File: src/rtl/cp0_exc_ctrl.sv
// Coprocessor-0 exception controller: SR/Cause/EPC/PRId, take decision, flush then redirect sequencing.
// Latency: take latches state on the edge; FLUSH_CYC flush cycles follow, then one redirect cycle; eret redirects combinationally.
// Backpressure: none; while a flush/redirect sequence is running, new takes, mtc0 and eret are ignored.
module cp0_exc_ctrl #(
  parameter logic [31:0] HANDLER_ADDR = 32'h0000_4180,
  parameter int unsigned FLUSH_CYC    = 2,
  parameter logic [31:0] PRID         = 32'h2017_0001
) (
  input  logic        clk,
  input  logic        reset,
  input  logic [31:0] PC_M,
  input  logic [4:0]  ExcM,
  input  logic        ExceptionM,
  input  logic        BD_M,
  input  logic [5:0]  HWInt,
  input  logic [4:0]  rd_addr,
  input  logic [4:0]  wr_addr,
  input  logic [31:0] wr_data,
  input  logic        we,
  input  logic        eret,
  output logic [31:0] rd_data,
  output logic [31:0] epc_out,
  output logic        flush,
  output logic        pc_redirect,
  output logic [31:0] redirect_pc
);

  typedef enum logic [1:0] {S_RUN, S_FLUSH, S_REDIRECT} state_t;

  localparam logic [2:0] CNT_INIT = 3'(FLUSH_CYC - 1);

  state_t      state, state_nxt;
  logic [2:0]  cnt, cnt_nxt;

  // Architectural CP0 fields
  logic [5:0]  im;
  logic        exl;
  logic        ie;
  logic        bd;
  logic [4:0]  exc_code;
  logic [31:0] epc;

  logic        in_run;
  logic        int_take;
  logic        exc_take;
  logic        take;
  logic        do_eret;
  logic        do_write;
  logic [31:0] pc_aligned;
  logic [31:0] epc_take;
  logic        unused_pc_lsb;

  assign in_run     = (state == S_RUN);
  assign int_take   = in_run & ie & ~exl & (|(HWInt & im));
  assign exc_take   = in_run & ExceptionM & ~exl;
  assign take       = int_take | exc_take;
  assign do_eret    = in_run & eret & ~take;
  assign do_write   = in_run & we & ~take;
  assign pc_aligned = {PC_M[31:2], 2'b00};
  // A delay-slot victim restarts at its branch, one word earlier
  assign epc_take   = BD_M ? (pc_aligned - 32'd4) : pc_aligned;
  assign epc_out    = epc;
  assign unused_pc_lsb = ^PC_M[1:0];

  // Sequencer state and flush counter
  always_ff @(posedge clk or posedge reset) begin
    if (reset) begin
      state <= S_RUN;
      cnt   <= 3'd0;
    end else begin
      state <= state_nxt;
      cnt   <= cnt_nxt;
    end
  end

  // Next state and pipeline control outputs
  always_comb begin
    state_nxt   = state;
    cnt_nxt     = cnt;
    flush       = 1'b0;
    pc_redirect = 1'b0;
    redirect_pc = 32'd0;
    case (state)
      S_RUN: begin
        if (take) begin
          state_nxt = S_FLUSH;
          cnt_nxt   = CNT_INIT;
        end else if (do_eret) begin
          flush       = 1'b1;
          pc_redirect = 1'b1;
          redirect_pc = epc;
        end
      end
      S_FLUSH: begin
        flush = 1'b1;
        if (cnt == 3'd0) state_nxt = S_REDIRECT;
        else             cnt_nxt   = cnt - 3'd1;
      end
      S_REDIRECT: begin
        flush       = 1'b1;
        pc_redirect = 1'b1;
        redirect_pc = HANDLER_ADDR;
        state_nxt   = S_RUN;
      end
      default: state_nxt = S_RUN;
    endcase
  end

  // CP0 register updates: a take overrides any same-cycle mtc0 or eret
  always_ff @(posedge clk or posedge reset) begin
    if (reset) begin
      im       <= 6'd0;
      exl      <= 1'b0;
      ie       <= 1'b0;
      bd       <= 1'b0;
      exc_code <= 5'd0;
      epc      <= 32'd0;
    end else if (take) begin
      exl      <= 1'b1;
      bd       <= BD_M;
      epc      <= epc_take;
      exc_code <= int_take ? 5'd0 : ExcM;
    end else begin
      if (do_write) begin
        case (wr_addr)
          5'd12: begin
            im  <= wr_data[15:10];
            exl <= wr_data[1];
            ie  <= wr_data[0];
          end
          5'd14:   epc <= {wr_data[31:2], 2'b00};
          default: ;
        endcase
      end
      if (do_eret) exl <= 1'b0;
    end
  end

  // mfc0 read mux; Cause.IP reflects the live interrupt lines
  always_comb begin
    rd_data = 32'd0;
    case (rd_addr)
      5'd12:   rd_data = {16'd0, im, 8'd0, exl, ie};
      5'd13:   rd_data = {bd, 15'd0, HWInt, 3'd0, exc_code, 2'b00};
      5'd14:   rd_data = epc;
      5'd15:   rd_data = PRID;
      default: rd_data = 32'd0;
    endcase
  end

endmodule
File: config.mk
export PLATFORM = sky130hd
export DESIGN_NAME = cp0_exc_ctrl
export DESIGN_NICKNAME = d
export VERILOG_FILES = /design/src/rtl/cp0_exc_ctrl.sv
export SDC_FILE = /design/constraint.sdc
export NUM_CORES = 1
export LEC_CHECK = 0
export ABC_AREA = 1
export BUFFER_PORTS_ARGS = -buffer_cell sky130_fd_sc_hd__buf_2
export CORE_MARGIN = 2
export CORE_UTILIZATION = 49
export CTS_BUF_LIST = sky130_fd_sc_hd__clkbuf_4 sky130_fd_sc_hd__clkbuf_8
export CTS_CLUSTER_DIAMETER = 80
export DETAILED_ROUTE_END_ITERATION = 16
export GPL_ROUTABILITY_DRIVEN = 0
export GPL_TIMING_DRIVEN = 0
export PLACE_DENSITY = 0.84
export SETUP_SLACK_MARGIN = 0.3
export SLEW_MARGIN = 40
export SYNTH_ARGS = -nofsm -noshare
export SYNTH_HDL_FRONTEND = slang
export SYNTH_SLANG_ARGS = --single-unit
File: constraint.sdc
create_clock -name clk -period 2.3 [get_ports clk]
set_input_delay 0.115 -clock clk [delete_from_list [all_inputs] [get_ports clk]]
set_output_delay 0.115 -clock clk [all_outputs]
set_load 0.02 [all_outputs]
==> metrics <==
die span in x=94.1 µm; reg2reg setup slack=roughly 0.36 ns; largest net degree at the start of global routing=29; Worst-path clk slew=about 0.10 ns; DRT iter0 DRCs=between 300 and 400; most used cell, CP=inv_2; sum of negative setup slack=0 ns; n_diodes=0; Power Dens Cells=~1200 mW/mm²; worst r2r dst=epc_out[22]$_DFFE_PP0P_; Post-Syn Area=between 0.003 and 0.004 mm²; Clock Tree Buf Depth=2; PortBufs=between 150 and 200; vias per cell=5.33; post-synthesis compound-gate area fraction=10.0%; Antenna Violating Nets Remaining=0; CTS tree=built; Cells after DPL=between 900 and 1000; Vias=about 5000; Pins Over Slew Limit=0; GRT Util Overall=a little under a third; pre-CTS setup slack=around 0.15 ns; crit path DAT=just under 2 ns; critical path endpoint category=output pin; Seq/Total Area, Yosys=30.8%; Layout fillers=around 670; peak supply drop=0.724 mV; XOR/XNOR share of the synthesized area=under 10%; vias in the first global route=4529; Starting Density=between 50% and 60%; Final Skew=about 0.0066 ns; library cells used by synthesis=35; #FFs+latches synth=between 40 and 50; fin nets=940; antenna violations before repair=0; post-synthesis mux area share=0%; Period minus WS final=~2.0 ns; RSZ-0062 raised after global routing=true; most common cell after layout, fill and taps aside=nand2_1; Slew @ Worst Pin=~0.87 ns; routed len/inst=~16 µm; HP Class=in2reg; clock insertion delay at the later pin of the skew report=0.30 ns; r2r worst-path depth=13; Hold Violations, Final=0; main combinational cell family by area after synthesis=simple AND/OR/NAND/NOR gates; Layout area overhead=43.7%; core area=just under 0.008 mm²; Pre-antenna DRT Iters=5; Final setup viols=0; post-synthesis adder-cell area fraction=under 10%; I/O pins=between 150 and 200; max-cap violation count=0; Cell Count, Final, Fillers Out=roughly 940; Rel. slew slack=41.8%; r2r startpoint=state[0]$_DFFE_PP0P_; Die ar.=a little under 0.009 mm²; post-layout util=73.2%; final worst slack=0.259 ns; WP data required=roughly 2.2 ns; # H-tree levels=2; Syn Inst Count=about 630; Worst Hold Launch=wr_data[0]; CP max stage delay=0.41 ns; share of layout cells above drive strength 1=between 30% and 40%; Synth Area in Simple Gates=between 30% and 40%; commonest cells after routing, fill and taps aside=nand2_1, buf_2, nor2_1; CTS Sinks=49; row count=32; Pleak=between 0.003 and 0.004 µW; syn avg cell area=approximately 6.3 µm²; fmax=490 MHz; Setup CP Type=reg2out; Yosys Warn Count=0; Num CTS Buffers=5; placed instance area=between 0.005 and 0.006 mm²; CP max stage cell=dfrtp_1; first-pass GRT wire length=~22000 µm; root buffer cell=clkbuf_8; period utilisation layout=slightly below 90%; total grt overflow=0; crit path cell chain=inv_2 -> ha_4 -> inv_2 -> nor3_2 -> nand2_2 -> nand2_4 -> inv_4 -> nand3_4 -> buf_8 -> nor2_2 -> buf_4; crit-path leading delay family=buffers and inverters; hold worst-path end=ie$_DFFE_PP0P_; run status=completed; Die Y=about 94 µm; dpl hpwl=about 11000 µm; hold depth=3; fin area=0.00572 mm²; drt drc=0; WP buf/inv=5; startpoint types=flip-flop; wirelength, routed=approximately 15000 µm; worst-path fanout max=5
==> timing repair <==
action,in CTS,in global routing
pin swaps,2,11
hold buffers,1,0
resized for setup,13,101
setup buffers,4,7
endpoints found under the hold margin,21,0
cloned,0,4
endpoints found under the setup margin,53,35
==> synth_stat cells, drive strengths merged <==
cell / instances / area, µm²
a21oi: 10 / 50.1
and2: 1 / 6.26
buf: 21 / 199
clkbuf: 3 / 11.3
clkinv: 1 / 5.00
conb: 1 / 3.75
dfrtp: 49 / 1230
ha: 8 / 100
inv: 93 / 349
nand2: 178 / 681
nand3: 39 / 215
nand4: 7 / 43.8
nor2: 139 / 577
nor3: 6 / 40.0
o211ai: 1 / 7.51
o21a: 1 / 7.51
o21ai: 48 / 244
o221ai: 6 / 52.6
o22ai: 6 / 37.5
or2: 1 / 6.26
xnor2: 2 / 17.5
xor2: 11 / 96.3
==> how the worst max path moves through the flow <==
| stage | from | depth (start not counted) | end | slack [ns] |
|---|---|---|---|---|
| after CTS | im[5]$_DFFE_PP0P_ | 11 | redirect_pc[29] | 0.30 |
| after floorplan | state[0]$_DFFE_PP0P_ | 10 | flush | 0.48 |
| after global placement | state[0]$_DFFE_PP0P_ | 11 | pc_redirect | 0.21 |
| final | state[0]$_DFFE_PP0P_ | 11 | redirect_pc[10] | 0.26 |
| after detailed placement | state[0]$_DFFE_PP0P_ | 11 | redirect_pc[16] | 0.15 |
| after global routing | im[5]$_DFFE_PP0P_ | 11 | flush | 0.19 |
==> cell type report <==
class,instances,area (µm²),share of cell area (%)
Buffer,24,255,4.47
Multi-Input combinational cell,469,2390,41.8
Timing Repair Buffer,198,1250,22.0
Clock inverter,2,35.0,0.613
Clock buffer,5,68.8,1.20
Tap cell,102,128,2.23
Sequential cell,49,1230,21.5
Inverter,94,359,6.28
==> where the power goes <==
group | switching (µW) | internal, µW | leakage [µW] | total (µW)
clock | 308 | 317 | 0.0000540 | 625
combinational | 2860 | 1820 | 0.00245 | 4670
sequential | 295 | 1290 | 0.000578 | 1580
==> kinds of logic after synthesis <==
group           count (synthesis)
simple gates                  371
buf+inv                       118
compound gates                 72
flops                          49
xor+xnor                       13
fa+ha+maj                       8
other cells                     1
==> metrics by stage <==
stage	hold WS, ns	total power (µW)
6_report	0.0346	6880
5_1_grt	0.0386	7350
4_1_cts	0.0394	6100
3_5_place_dp	0.0976	5330
3_3_place_gp	0.336	5220
2_1_floorplan	0.236	4130
==> registers in the layout, indices dropped and copies added (netlist names) <==
name and cells:
cnt 3, ie 1, im 6, state 2, epc_out 30, exl 1, exc_code 5, bd 1
==> per-layer routing <==
metal  track usage (%)  up-vias  wire (µm)
met5                 0        -          0
met4              9.54        0        478
met2              52.7      312       7050
met1              41.7     2300       5700
met3              4.17       42       1520
li1                  -     2372          -
==> tightest hold or removal path: stages <==
cell and delay, ns:
buf_2 0.08, nand2_1 0.04, o21ai_0 0.07
Power figures use the tool's default switching activity.
